## src/rtl/mem_port_arbiter_if.sv

```systemverilog
// Request/response and memory-side signal bundle for mem_port_arbiter.
// The slave modport is the arbiter's view; master is the surrounding
// fetch / load-store / memory environment.
interface mem_port_arbiter_if #(
    parameter int ADDR_W = 32,
    parameter int DATA_W = 32,
    parameter int N_REQ  = 2
);
    localparam int BE_W = DATA_W / 8;

    // Requestor side
    logic [N_REQ-1:0]        req_valid;
    logic [N_REQ-1:0]        req_ready;
    logic [N_REQ-1:0]        req_we;
    logic [N_REQ*ADDR_W-1:0] req_addr;
    logic [N_REQ*DATA_W-1:0] req_wdata;
    logic [N_REQ*BE_W-1:0]   req_be;
    logic [N_REQ-1:0]        rsp_valid;
    logic [DATA_W-1:0]       rsp_rdata;
    logic                    rsp_err;

    // Memory side
    logic                    mem_valid;
    logic                    mem_ready;
    logic                    mem_we;
    logic [ADDR_W-1:0]       mem_addr;
    logic [DATA_W-1:0]       mem_wdata;
    logic [BE_W-1:0]         mem_be;
    logic                    mem_rvalid;
    logic [DATA_W-1:0]       mem_rdata;

    // Status
    logic                    busy;

    modport slave (
        input  req_valid, req_we, req_addr, req_wdata, req_be,
        input  mem_ready, mem_rvalid, mem_rdata,
        output req_ready, rsp_valid, rsp_rdata, rsp_err,
        output mem_valid, mem_we, mem_addr, mem_wdata, mem_be,
        output busy
    );

    modport master (
        output req_valid, req_we, req_addr, req_wdata, req_be,
        output mem_ready, mem_rvalid, mem_rdata,
        input  req_ready, rsp_valid, rsp_rdata, rsp_err,
        input  mem_valid, mem_we, mem_addr, mem_wdata, mem_be,
        input  busy
    );
endinterface

```

## src/rtl/mem_port_arbiter.sv

```systemverilog
// N-requestor arbiter for the single unified memory port. One transaction
// is outstanding at a time: IDLE grants, REQ presents the latched request
// until the memory accepts it, WAIT collects the completion or times out.
module mem_port_arbiter #(
    parameter int ADDR_W  = 32,
    parameter int DATA_W  = 32,
    parameter int N_REQ   = 2,
    parameter int RR_MODE = 1,
    parameter int TIMEOUT = 64
) (
    input  logic              clk,
    input  logic              reset,
    mem_port_arbiter_if.slave bus
);
    localparam int BE_W  = DATA_W / 8;
    localparam int ID_W  = (N_REQ > 2) ? $clog2(N_REQ) : 1;
    localparam int CNT_W = (TIMEOUT > 2) ? $clog2(TIMEOUT) : 1;
    localparam bit TO_EN = (TIMEOUT != 0);
    localparam logic [CNT_W-1:0] CNT_LAST = CNT_W'((TIMEOUT > 0) ? TIMEOUT - 1 : 0);
    localparam logic [N_REQ-1:0] ONE_HOT0 = N_REQ'(1);

    typedef enum logic [1:0] {IDLE, REQ, WAIT} state_t;

    state_t             state_q;
    logic [ID_W-1:0]    ptr_q;
    logic [ID_W-1:0]    id_q;
    logic               we_q;
    logic [ADDR_W-1:0]  addr_q;
    logic [DATA_W-1:0]  wdata_q;
    logic [BE_W-1:0]    be_q;
    logic [CNT_W-1:0]   cnt_q;
    logic [N_REQ-1:0]   rsp_valid_q;
    logic               rsp_err_q;
    logic [DATA_W-1:0]  rsp_rdata_q;

    logic               win_vld_d;
    logic [ID_W-1:0]    win_id_d;

    // Pick the first valid channel after the last winner (round-robin) or
    // from channel 0 (fixed priority, start just "after" N_REQ-1).
    always_comb begin
        int start;
        logic [ID_W-1:0] cidx;
        win_vld_d = 1'b0;
        win_id_d  = '0;
        cidx      = '0;
        start     = (RR_MODE != 0) ? int'(ptr_q) : N_REQ - 1;
        for (int k = 1; k <= N_REQ; k++) begin
            cidx = ID_W'((start + k) % N_REQ);
            if (!win_vld_d && bus.req_valid[cidx]) begin
                win_vld_d = 1'b1;
                win_id_d  = cidx;
            end
        end
    end

    // Grant is combinational in IDLE only; held off while reset is asserted.
    always_comb begin
        bus.req_ready = '0;
        if (reset && (state_q == IDLE) && win_vld_d) begin
            bus.req_ready = ONE_HOT0 << win_id_d;
        end
    end

    assign bus.mem_valid = (state_q == REQ);
    assign bus.mem_we    = we_q;
    assign bus.mem_addr  = addr_q;
    assign bus.mem_wdata = wdata_q;
    assign bus.mem_be    = be_q;
    assign bus.rsp_valid = rsp_valid_q;
    assign bus.rsp_err   = rsp_err_q;
    assign bus.rsp_rdata = rsp_rdata_q;
    assign bus.busy      = (state_q != IDLE);

    // Transaction FSM: latch winner, hand to memory, collect completion.
    // Response strobes default low so they last exactly one cycle.
    always_ff @(posedge clk or negedge reset) begin
        if (!reset) begin
            state_q     <= IDLE;
            ptr_q       <= ID_W'(N_REQ - 1);
            id_q        <= '0;
            we_q        <= 1'b0;
            addr_q      <= '0;
            wdata_q     <= '0;
            be_q        <= '0;
            cnt_q       <= '0;
            rsp_valid_q <= '0;
            rsp_err_q   <= 1'b0;
            rsp_rdata_q <= '0;
        end else begin
            rsp_valid_q <= '0;
            rsp_err_q   <= 1'b0;
            case (state_q)
                IDLE: begin
                    if (win_vld_d) begin
                        id_q    <= win_id_d;
                        ptr_q   <= win_id_d;
                        we_q    <= bus.req_we[win_id_d];
                        addr_q  <= bus.req_addr[win_id_d*ADDR_W +: ADDR_W];
                        wdata_q <= bus.req_wdata[win_id_d*DATA_W +: DATA_W];
                        be_q    <= bus.req_be[win_id_d*BE_W +: BE_W];
                        state_q <= REQ;
                    end
                end
                REQ: begin
                    if (bus.mem_ready) begin
                        cnt_q   <= '0;
                        state_q <= WAIT;
                    end
                end
                WAIT: begin
                    // A completion on the timeout cycle still counts as normal.
                    if (bus.mem_rvalid) begin
                        rsp_valid_q <= ONE_HOT0 << id_q;
                        rsp_rdata_q <= we_q ? '0 : bus.mem_rdata;
                        state_q     <= IDLE;
                    end else if (TO_EN && (cnt_q == CNT_LAST)) begin
                        rsp_valid_q <= ONE_HOT0 << id_q;
                        rsp_err_q   <= 1'b1;
                        rsp_rdata_q <= '0;
                        state_q     <= IDLE;
                    end else begin
                        cnt_q <= cnt_q + 1'b1;
                    end
                end
                default: state_q <= IDLE;
            endcase
        end
    end
endmodule

```

## src/flat_wrapper.sv

```systemverilog
// flat-port wrapper written by rule: the top's interface ports become plain ports
module mem_port_arbiter_flat 
#(
    parameter int ADDR_W  = 32,
    parameter int DATA_W  = 32,
    parameter int N_REQ   = 2,
    parameter int RR_MODE = 1,
    parameter int TIMEOUT = 64
)
  (clk, reset, bus_req_valid, bus_req_we, bus_req_addr, bus_req_wdata, bus_req_be, bus_mem_ready, bus_mem_rvalid, bus_mem_rdata, bus_req_ready, bus_rsp_valid, bus_rsp_rdata, bus_rsp_err, bus_mem_valid, bus_mem_we, bus_mem_addr, bus_mem_wdata, bus_mem_be, bus_busy);
  mem_port_arbiter_if #(.ADDR_W(ADDR_W), .DATA_W(DATA_W), .N_REQ(N_REQ)) bus_i ();
  input  logic clk;
  input  logic reset;
  input wire logic [$bits(bus_i.req_valid)-1:0] bus_req_valid;
  input wire logic [$bits(bus_i.req_we)-1:0] bus_req_we;
  input wire logic [$bits(bus_i.req_addr)-1:0] bus_req_addr;
  input wire logic [$bits(bus_i.req_wdata)-1:0] bus_req_wdata;
  input wire logic [$bits(bus_i.req_be)-1:0] bus_req_be;
  input wire logic [$bits(bus_i.mem_ready)-1:0] bus_mem_ready;
  input wire logic [$bits(bus_i.mem_rvalid)-1:0] bus_mem_rvalid;
  input wire logic [$bits(bus_i.mem_rdata)-1:0] bus_mem_rdata;
  output wire logic [$bits(bus_i.req_ready)-1:0] bus_req_ready;
  output wire logic [$bits(bus_i.rsp_valid)-1:0] bus_rsp_valid;
  output wire logic [$bits(bus_i.rsp_rdata)-1:0] bus_rsp_rdata;
  output wire logic [$bits(bus_i.rsp_err)-1:0] bus_rsp_err;
  output wire logic [$bits(bus_i.mem_valid)-1:0] bus_mem_valid;
  output wire logic [$bits(bus_i.mem_we)-1:0] bus_mem_we;
  output wire logic [$bits(bus_i.mem_addr)-1:0] bus_mem_addr;
  output wire logic [$bits(bus_i.mem_wdata)-1:0] bus_mem_wdata;
  output wire logic [$bits(bus_i.mem_be)-1:0] bus_mem_be;
  output wire logic [$bits(bus_i.busy)-1:0] bus_busy;
  assign bus_i.req_valid = bus_req_valid;
  assign bus_i.req_we = bus_req_we;
  assign bus_i.req_addr = bus_req_addr;
  assign bus_i.req_wdata = bus_req_wdata;
  assign bus_i.req_be = bus_req_be;
  assign bus_i.mem_ready = bus_mem_ready;
  assign bus_i.mem_rvalid = bus_mem_rvalid;
  assign bus_i.mem_rdata = bus_mem_rdata;
  assign bus_req_ready = bus_i.req_ready;
  assign bus_rsp_valid = bus_i.rsp_valid;
  assign bus_rsp_rdata = bus_i.rsp_rdata;
  assign bus_rsp_err = bus_i.rsp_err;
  assign bus_mem_valid = bus_i.mem_valid;
  assign bus_mem_we = bus_i.mem_we;
  assign bus_mem_addr = bus_i.mem_addr;
  assign bus_mem_wdata = bus_i.mem_wdata;
  assign bus_mem_be = bus_i.mem_be;
  assign bus_busy = bus_i.busy;
  mem_port_arbiter #(.ADDR_W(ADDR_W), .DATA_W(DATA_W), .N_REQ(N_REQ), .RR_MODE(RR_MODE), .TIMEOUT(TIMEOUT)) u_core (.clk(clk), .reset(reset), .bus(bus_i));
endmodule
```

## config.mk

```make
export PLATFORM = sky130hd
export DESIGN_NAME = mem_port_arbiter_flat
export DESIGN_NICKNAME = d
export VERILOG_FILES = /design/src/rtl/mem_port_arbiter_if.sv /design/src/rtl/mem_port_arbiter.sv /design/src/flat_wrapper.sv
export SDC_FILE = /design/constraint.sdc
export NUM_CORES = 1
export LEC_CHECK = 0
export CAP_MARGIN = 30
export CORE_ASPECT_RATIO = 0.7
export CORE_MARGIN = 1
export CORE_UTILIZATION = 41
export CTS_CLUSTER_SIZE = 24
export DETAILED_ROUTE_END_ITERATION = 10
export PLACE_DENSITY = 0.86
export SKIP_CTS_REPAIR_TIMING = 1
export SYNTH_ARGS = -nofsm -noshare
export SYNTH_HDL_FRONTEND = slang
export SYNTH_SLANG_ARGS = --single-unit
```

## constraint.sdc

```tcl
create_clock -name clk -period 4.55 [get_ports clk]
set_input_delay 0.455 -clock clk [delete_from_list [all_inputs] [get_ports clk]]
set_output_delay 0.455 -clock clk [all_outputs]
set_load 0.02 [all_outputs]
```

# Yosys cells after proc, flatten, opt, wreduce, memory -nomap -nowiden
# Index checks and enable logic that the tools add are counted.
# op_classes
eq_ne,8
muxes,29
shifts,5
reduce_logical,12
order_cmp,3
n_addsub,3
# op_table
cell,count
$shiftx A64 B7 Y32,2
$mux W32,3
$mux W6,3
$mux W2,8
$mux W1,13
$pmux W6 S2,1
$shiftx A8 B4 Y4,1
$add A6 B1 Y6 const B,1
$eq A6 B6 Y1 const B,1
$lt A1 B2 Y1 const B,3
$ne A2 B2 Y1 const B,3
$pmux W2 S3,1
$reduce_bool A2 Y1,3
$reduce_and A2 Y1,2
$reduce_and A4 Y1,1
$shl A1 B1 Y2 const A,2
$logic_and A1 B1 Y1,3
$ne A3 B2 Y1 const B,1
$reduce_and A3 Y1,1
$add A1 B1 Y1 const B,2
$eq A2 B1 Y1 const B,1
$eq A2 B2 Y1 const B,1
$logic_not A2 Y1,1
$ne A2 B1 Y1 const B,1
$logic_not A1 Y1,1
# totals
word_cells,71
out_inout_bits,108
in_bits,176
reg_bits,114

# Depth between registers and ports, before layout
# Gate-level depths: netlist of the first run.
# logic_depth
depth_word,9
mapped_depth,7
ltp_nobuf,5

# Worst setup path before layout of the first run
# OpenSTA, ideal clock, no wires.
# synth_path
kind,input to output
start,in bus_req_valid[1]
end,out bus_req_ready[1]
path_slack_ps,2770
stages,4
required_ps,4095
t_arrival_ps,1325
n_path_buf,2
path_cell_list,a21boi_0 > buf_2 > buf_2 > and3_1
# synth_between
elab_chain_cells,8
word_cells_on_any_way,13
cone_classes,1 x shift; 9 x mux; 3 x reduce/logical
# synth_rtl
item,line,text
"start, declared",flat_wrapper.sv:14,input wire logic [$bits(bus_i.req_valid)-1:0] bus_req_valid;
$mux W1 (not written as such) (2 in a row),mem_port_arbiter.sv:50,if (!win_vld_d && bus.req_valid[cidx]) begin
$mux W1,mem_port_arbiter.sv:50,
$logic_not A1 Y1,mem_port_arbiter.sv:50,
$logic_and A1 B1 Y1,mem_port_arbiter.sv:50,
$mux W1,mem_port_arbiter.sv:50,
$shl A1 B1 Y2 / $logic_and A1 B1 Y1 (equally long branches),"mem_port_arbiter.sv:61, mem_port_arbiter.sv:60",
$mux W2 *,mem_port_arbiter.sv:60,if (reset && (state_q == IDLE) && win_vld_d) begin
"end, declared",flat_wrapper.sv:22,output wire logic [$bits(bus_i.req_ready)-1:0] bus_req_ready;
# Every way passes the cells marked *; elsewhere a longest branch is shown, timed or not. The select of a mux whose other input is x is not followed.

# Final worst setup path of the first run
# layout_path
start,reg u_core.state_q[1]
end,out bus_req_ready[0]
# layout_between
elab_chain_cells,4
# layout_rtl
item,line,text
"start, declared",mem_port_arbiter.sv:24,state_t state_q;
"start signal, assigned",mem_port_arbiter.sv:79,state_q <= IDLE;
"start signal, assigned",mem_port_arbiter.sv:102,state_q <= REQ;
"start signal, assigned",mem_port_arbiter.sv:108,state_q <= WAIT;
$logic_not A2 Y1,mem_port_arbiter.sv:60,
$logic_and A1 B1 Y1 (2 in a row),mem_port_arbiter.sv:60,
$mux W2,mem_port_arbiter.sv:60,
# No other way between the ends.

==> out/metrics.csv, run 1 <==
metric;value;unit
syn_area;4941;um2
cellPowerDensity;677.5;nW/um2
ys_ff_latch;114;
dieArea;12500;um2
startpoint_type;register;
synth_nets;613;
layout_commonest_cell;clkdlybuf4s50_1;
arrival;2570;ps
status;complete, no violations;
worstPathCellList;nor2_1 -> o21a_4 -> and3b_1 -> clkdlybuf4s50_1;
mostFrequentLayoutCells;282 x clkdlybuf4s50_1, 113 x dfrtp_1, 75 x nor2_1;
yosysTopAreaCell;dfrtp_1;
layout.filler_cells;837;
port_buffers;283;
wl_per_cell;16.89;um
yosysTopAreaCellShare;57.23;%
timing.rr.end;u_core.bus.mem_addr[28];
synth_top_flop_cell;dfrtp_1;
clkTransAtPathRegs;60;ps
slowest_delay;600;ps
grt_pass1_wl;23020;um
cpLargestDelayFamily;simple AND/OR/NAND/NOR gates;
tightest_slew;855.2;ps
drt_wl_total;14880;um
fin_cells;881;
reg2reg_slack;2010;ps
synthToLayoutAreaGrowth;71.11;%
vdd_drop_max;401.6;uV
drcViolationCount;0;
vias_per_cell;5.024;
gp_congestion;0.8780;
cts_tree;built;
grt_max_degree;89;
worst_r2r_path_depth;5;
crit_path_end_kind;primary output;
dp_hpwl;10780;um
rows;33;
globalRouteTotalUtil;24.22;%
cts_buffers;17;
cts_root_buffer;clkbuf_16;
grt_overflow;0;
cp_max_fo;54;
critPathSlowestCell;clkdlybuf4s50_1;
core_area;11730;um2
vias;4426;
min_path_type;in -> async;
min_period;3029;ps
firstDrtPassIters;6;
synthDistinctLibCells;30;
worstPathBufferInverterCount;1;
critPathKind;reg -> out;
fmax;0.3301;GHz
worst_ep_required_time;4090;ps
rr_startpoint;u_core.state_q[1];
yosys-top-cells-area;dfrtp_1 57%, mux2i_1 15%, a21oi_1 7.3%;
synth_edf_count;0;
pre_cts_ws;1681;ps
final_layout_size_suffix_gt1_share;6.215;%
leakage;3.587;nW
setup_viol;0;
first_iter_violations;188;
yosys_warnings;0;
antenna_found_initial;0;
final_util;72.10;%
setup_slack;1521;ps
cts_buffer_depth;2;
cts_max_level;4;
final_hold_viol_count;0;
ios;284;
setup_tns;0;ps
antennaDiodeCount;0;
slew_headroom;42.99;%
dp.cells;848;
syn_avg_cell_area;11.33;um2
finalMaxSlewViolations;0;
start_util;42.14;%
worstSkewPairLatency;400;ps
final_nets;888;
power.total;5.728;mW
cap_violations;0;
cts.sinks;114;
yosysSeqAreaShare;57.76;%
fin_skew;10.38;ps
netlist_instances;436;
die_w;133.2;um
async_reset_ff_share;100.0;%
fin_crit_sh;66.58;%
postRouteAntennaNets;0;
grt_pass1_vias;4550;
die_y;93.85;um
grt_setup_unrepaired;false;
-- cell families (layout without fill, tap and decap cells) --
family / Yosys count / in the layout / synth area share, %
AO/OA/AOI/OAI: 117 / 117 / 14.94
AND/OR/NAND/NOR: 93 / 93 / 7.876
flip-flops: 114 / 114 / 57.76
multiplexers: 72 / 72 / 14.59
adder cells (fa/ha/maj): 1 / 1 / 0.2532
buffers and inverters: 39 / 327 / 4.583
-- power by group --
part           internal [mW]  total (mW)  leakage, nW  switching [mW]
combinational           1.28        2.68         1.95            1.40
clock                  0.818        1.28        0.279           0.460
sequential              1.49        1.77         1.35           0.279
-- through the flow --
stage	hold slack, ps	area (um2)
2_1_floorplan	159.4	4941
3_3_place_gp	415.5	7819
3_5_place_dp	419.5	7846
4_1_cts	110.0	8427
5_1_grt	158.1	8454
6_report	99.93	8454
-- worst register-to-register path, cell delays in order, from the launching register on --
cell and delay, ps:
dfrtp_1 390, nor2_1 390, o21a_4 560, buf_4 760, nor2_1 180, a21oi_1 180
-- cell usage after synthesis, types with 2 or more instances --
master	instances
dfrtp_1	113
nor2_1	75
a21oi_1	72
mux2i_1	72
a22o_1	32
buf_2	19
buf_4	7
inv_1	6
buf_6	4
nand2_1	4
and3_1	3
clkbuf_1	3
nor3_1	3
o2bb2ai_1	3
a21boi_0	2
a21o_1	2
nand3_1	2
o21ai_0	2
-- how the worst max path moves through the flow --
stage               slack [ps]                       to  cells past startpoint               from
floorplan                 2770         bus_req_ready[1]                      4   bus_req_valid[1]
CTS                       1500         bus_req_ready[0]                      4  u_core.state_q[1]
detailed placement        1680   u_core.bus.mem_addr[8]                      6   bus_req_valid[1]
finish                    1520         bus_req_ready[0]                      4  u_core.state_q[1]
global placement          1740  u_core.bus.mem_wdata[4]                      6   bus_req_valid[1]
global route              1350         bus_req_ready[0]                      4  u_core.state_q[1]
-- state kept, by name, summed over array words and instances, names as in the netlist --
register / flops
u_core.bus.mem_addr: 32
u_core.cnt_q: 6
u_core.bus.rsp_rdata: 32
u_core.bus.mem_be: 4
u_core.state_q: 2
u_core.id_q: 1
u_core.bus.mem_wdata: 32
u_core.bus.mem_we: 1
u_core.ptr_q: 1
u_core.bus.rsp_valid: 2
u_core.bus.rsp_err: 1
-- cell type report --
cell class	count	area, um2	share of cell area, %
inverters	6	22.52	0.2664
multi-input cells	283	1886	22.30
flip-flops and latches	114	2854	33.76
well taps	157	196.4	2.324
clock buffers	19	442.9	5.239
repair buffers	289	2915	34.48
clock inverters	13	137.6	1.628
-- layer usage --
layer | vias to the layer above | GRT usage, % | share of wire (%)
li1 | 2097 | - | -
met1 | 2110 | 26.52 | 38
met2 | 197 | 42.93 | 52
met3 | 22 | 8.037 | 8.0
met4 | 0 | 11.17 | 2.2
met5 | - | 0 | 0
Power figures use the tool's default switching activity.
==> inputs of run 2 (changes only) <==
--- a/config.mk
+++ b/config.mk
@@ -8,10 +8,10 @@
 export CAP_MARGIN = 30
 export CORE_ASPECT_RATIO = 0.7
 export CORE_MARGIN = 1
-export CORE_UTILIZATION = 41
+export CORE_UTILIZATION = 35
 export CTS_CLUSTER_SIZE = 24
 export DETAILED_ROUTE_END_ITERATION = 10
-export PLACE_DENSITY = 0.86
+export PLACE_DENSITY = 0.78
 export SKIP_CTS_REPAIR_TIMING = 1
 export SYNTH_ARGS = -nofsm -noshare
 export SYNTH_HDL_FRONTEND = slang
==> constraint.sdc (replaced) <==
create_clock -name clk -period 2.65 [get_ports clk]
set_input_delay 0.265 -clock clk [delete_from_list [all_inputs] [get_ports clk]]
set_output_delay 0.265 -clock clk [all_outputs]
set_load 0.02 [all_outputs]
==> run 2 against run 1 <==
Net effect:
- via count grew 0.88%
- sequential share of layout area shrank 0.37 points
- clock skew grew 1.4 ps
- total power grew 75%
- setup slack lost 1200 ps
- combinational power grew 72%
- non-clock buffer count grew 3
- final area grew 1.1%
- critical path type unchanged
- highest routed layer is now met5
==> out/metrics.csv, run 2 (synthesis gave the netlist of run 1 again) <==
metric;value;unit
status;complete, no violations;
die_w;144.0;um
ios;284;
wl_per_cell;16.67;um
synthToLayoutAreaGrowth;73.01;%
firstDrtPassIters;6;
cts_buffer_depth;2;
switching_share;37.37;%
fin_skew;11.79;ps
grt_overflow;0;
leakage;3.616;nW
worstPathBufferInverterCount;2;
clkTransAtPathRegs;60;ps
startpoint;u_core.state_q[1];
worst_ep_required_time;2380;ps
setup_tns;0;ps
critPathKind;reg -> out;
min_path_type;in -> async;
cts_max_level;4;
cts_tree;built;
switchingPower;3.756;mW
power.total;10.05;mW
slew_headroom;46.05;%
postRouteAntennaNets;0;
final_hold_viol_count;0;
gp_congestion;0.8392;
slowest_delay;600;ps
crit_path_end_kind;primary output;
globalRouteTotalUtil;21.00;%
layout.filler_cells;1052;
grt_pass1_vias;4646;
mostFrequentLayoutCells;282 x clkdlybuf4s50_1, 113 x dfrtp_1, 75 x nor2_1;
setup_viol;0;
cap_violations;0;
port_buffers;283;
dp_hpwl;11260;um
cellPowerDensity;1176;nW/um2
vdd_drop_max;577.6;uV
worstSkewPairLatency;400;ps
final_nets;891;
tightest_slew;809.3;ps
dieArea;14600;um2
antenna_found_initial;1;
fmax;0.4218;GHz
die_y;101.4;um
grt_max_degree;141;
finalMaxSlewViolations;0;
fin_crit_sh;89.46;%
start_util;36.75;%
vias;4465;
seqPwrFrac;30.2;%
antennaDiodeCount;0;
cp_max_fo;5;
core_area;13440;um2
worstPathCellList;nor2_1 -> buf_4 -> and3_1 -> clkdlybuf4s50_1;
final_layout_size_suffix_gt1_share;6.602;%
pwr-share-comb;46.0;%
arrival;2110;ps
cts_root_buffer;clkbuf_16;
drcViolationCount;0;
reg2reg_slack;830;ps
intPower;6.294;mW
cts.sinks;114;
cts_buffers;17;
worst-path-stages;4;
critPathSlowestCell;clkdlybuf4s50_1;
cpLargestDelayFamily;buffers and inverters;
rows;35;
clkPwrFrac;23.9;%
startpoint_type;register;
timing.rr.end;u_core.bus.rsp_rdata[18];
vias_per_cell;4.896;
layout_commonest_cell;clkdlybuf4s50_1;
first_iter_violations;194;
grt_setup_unrepaired;false;
worst_r2r_path_depth;6;
grt_pass1_wl;23340;um
rr_startpoint;u_core.cnt_q[0];
crit_end;bus_req_ready[1];
min_period;2371;ps
drt_wl_total;15200;um
==> run 2: final cells by class <==
type | instances | area (um2) | share of cell area, %
Timing Repair Buffer | 292 | 2933 | 34.31
Sequential cell | 114 | 2854 | 33.39
Multi-Input combinational cell | 283 | 1886 | 22.06
Clock buffer | 17 | 425.4 | 4.977
Tap cell | 185 | 231.5 | 2.708
Clock inverter | 15 | 196.4 | 2.298
Inverter | 6 | 22.52 | 0.2635
==> run 2: worst register-to-register path: stages, from the launching register on <==
cell and delay [ps]:
dfrtp_1 420, ha_1 190, and3_2 220, nand3_2 130, a21o_1 290, buf_16 200, a22o_1 260
==> run 2: how the worst min path moves through the flow <==
stage,slack [ps],cells after the start,start,end
after floorplan,-30,0,reset,u_core.bus.mem_addr[0]
after detailed placement,80,1,reset,u_core.bus.mem_wdata[4]
after global routing,300,2,reset,u_core.bus.mem_wdata[4]
after CTS,-360,1,reset,u_core.bus.mem_wdata[4]
after global placement,80,1,reset,u_core.bus.mem_wdata[4]
final,320,2,reset,u_core.bus.mem_wdata[9]
==> run 2: per-stage QoR <==
| stage | hold slack, ps | std cells | area [um2] | setup slack (ps) | util, % |
|---|---|---|---|---|---|
| after floorplan | -30.59 | 436 | 4941 | 1047 | - |
| after global placement | 75.79 | 878 | 7889 | 514.0 | 58.68 |
| after detailed placement | 79.62 | 878 | 7889 | 368.9 | 58.68 |
| after CTS | -355.7 | 910 | 8511 | 256.9 | 63.30 |
| after global routing | 299.2 | 912 | 8548 | 233.3 | 63.58 |
| final | 315.8 | 912 | 8548 | 279.3 | 63.58 |
==> run 2: metal layers <==
metal	up-vias	track usage, %	share of wire (%)
met3	25	7.660	8.2
li1	2103	-	-
met1	2152	23.98	40
met2	183	36.42	50
met4	2	7.283	1.9
met5	-	0	0.086
==> run 2: power by group through the flow <==
stage	sequential (mW)	clock (mW)	combinational, mW
after global placement	3.01	0	4.51
final	3.03	2.40	4.62
after detailed placement	3.05	0	4.63
after CTS	3.04	2.46	4.64
after global routing	3.13	2.55	4.94
after floorplan	3.91	0	1.50
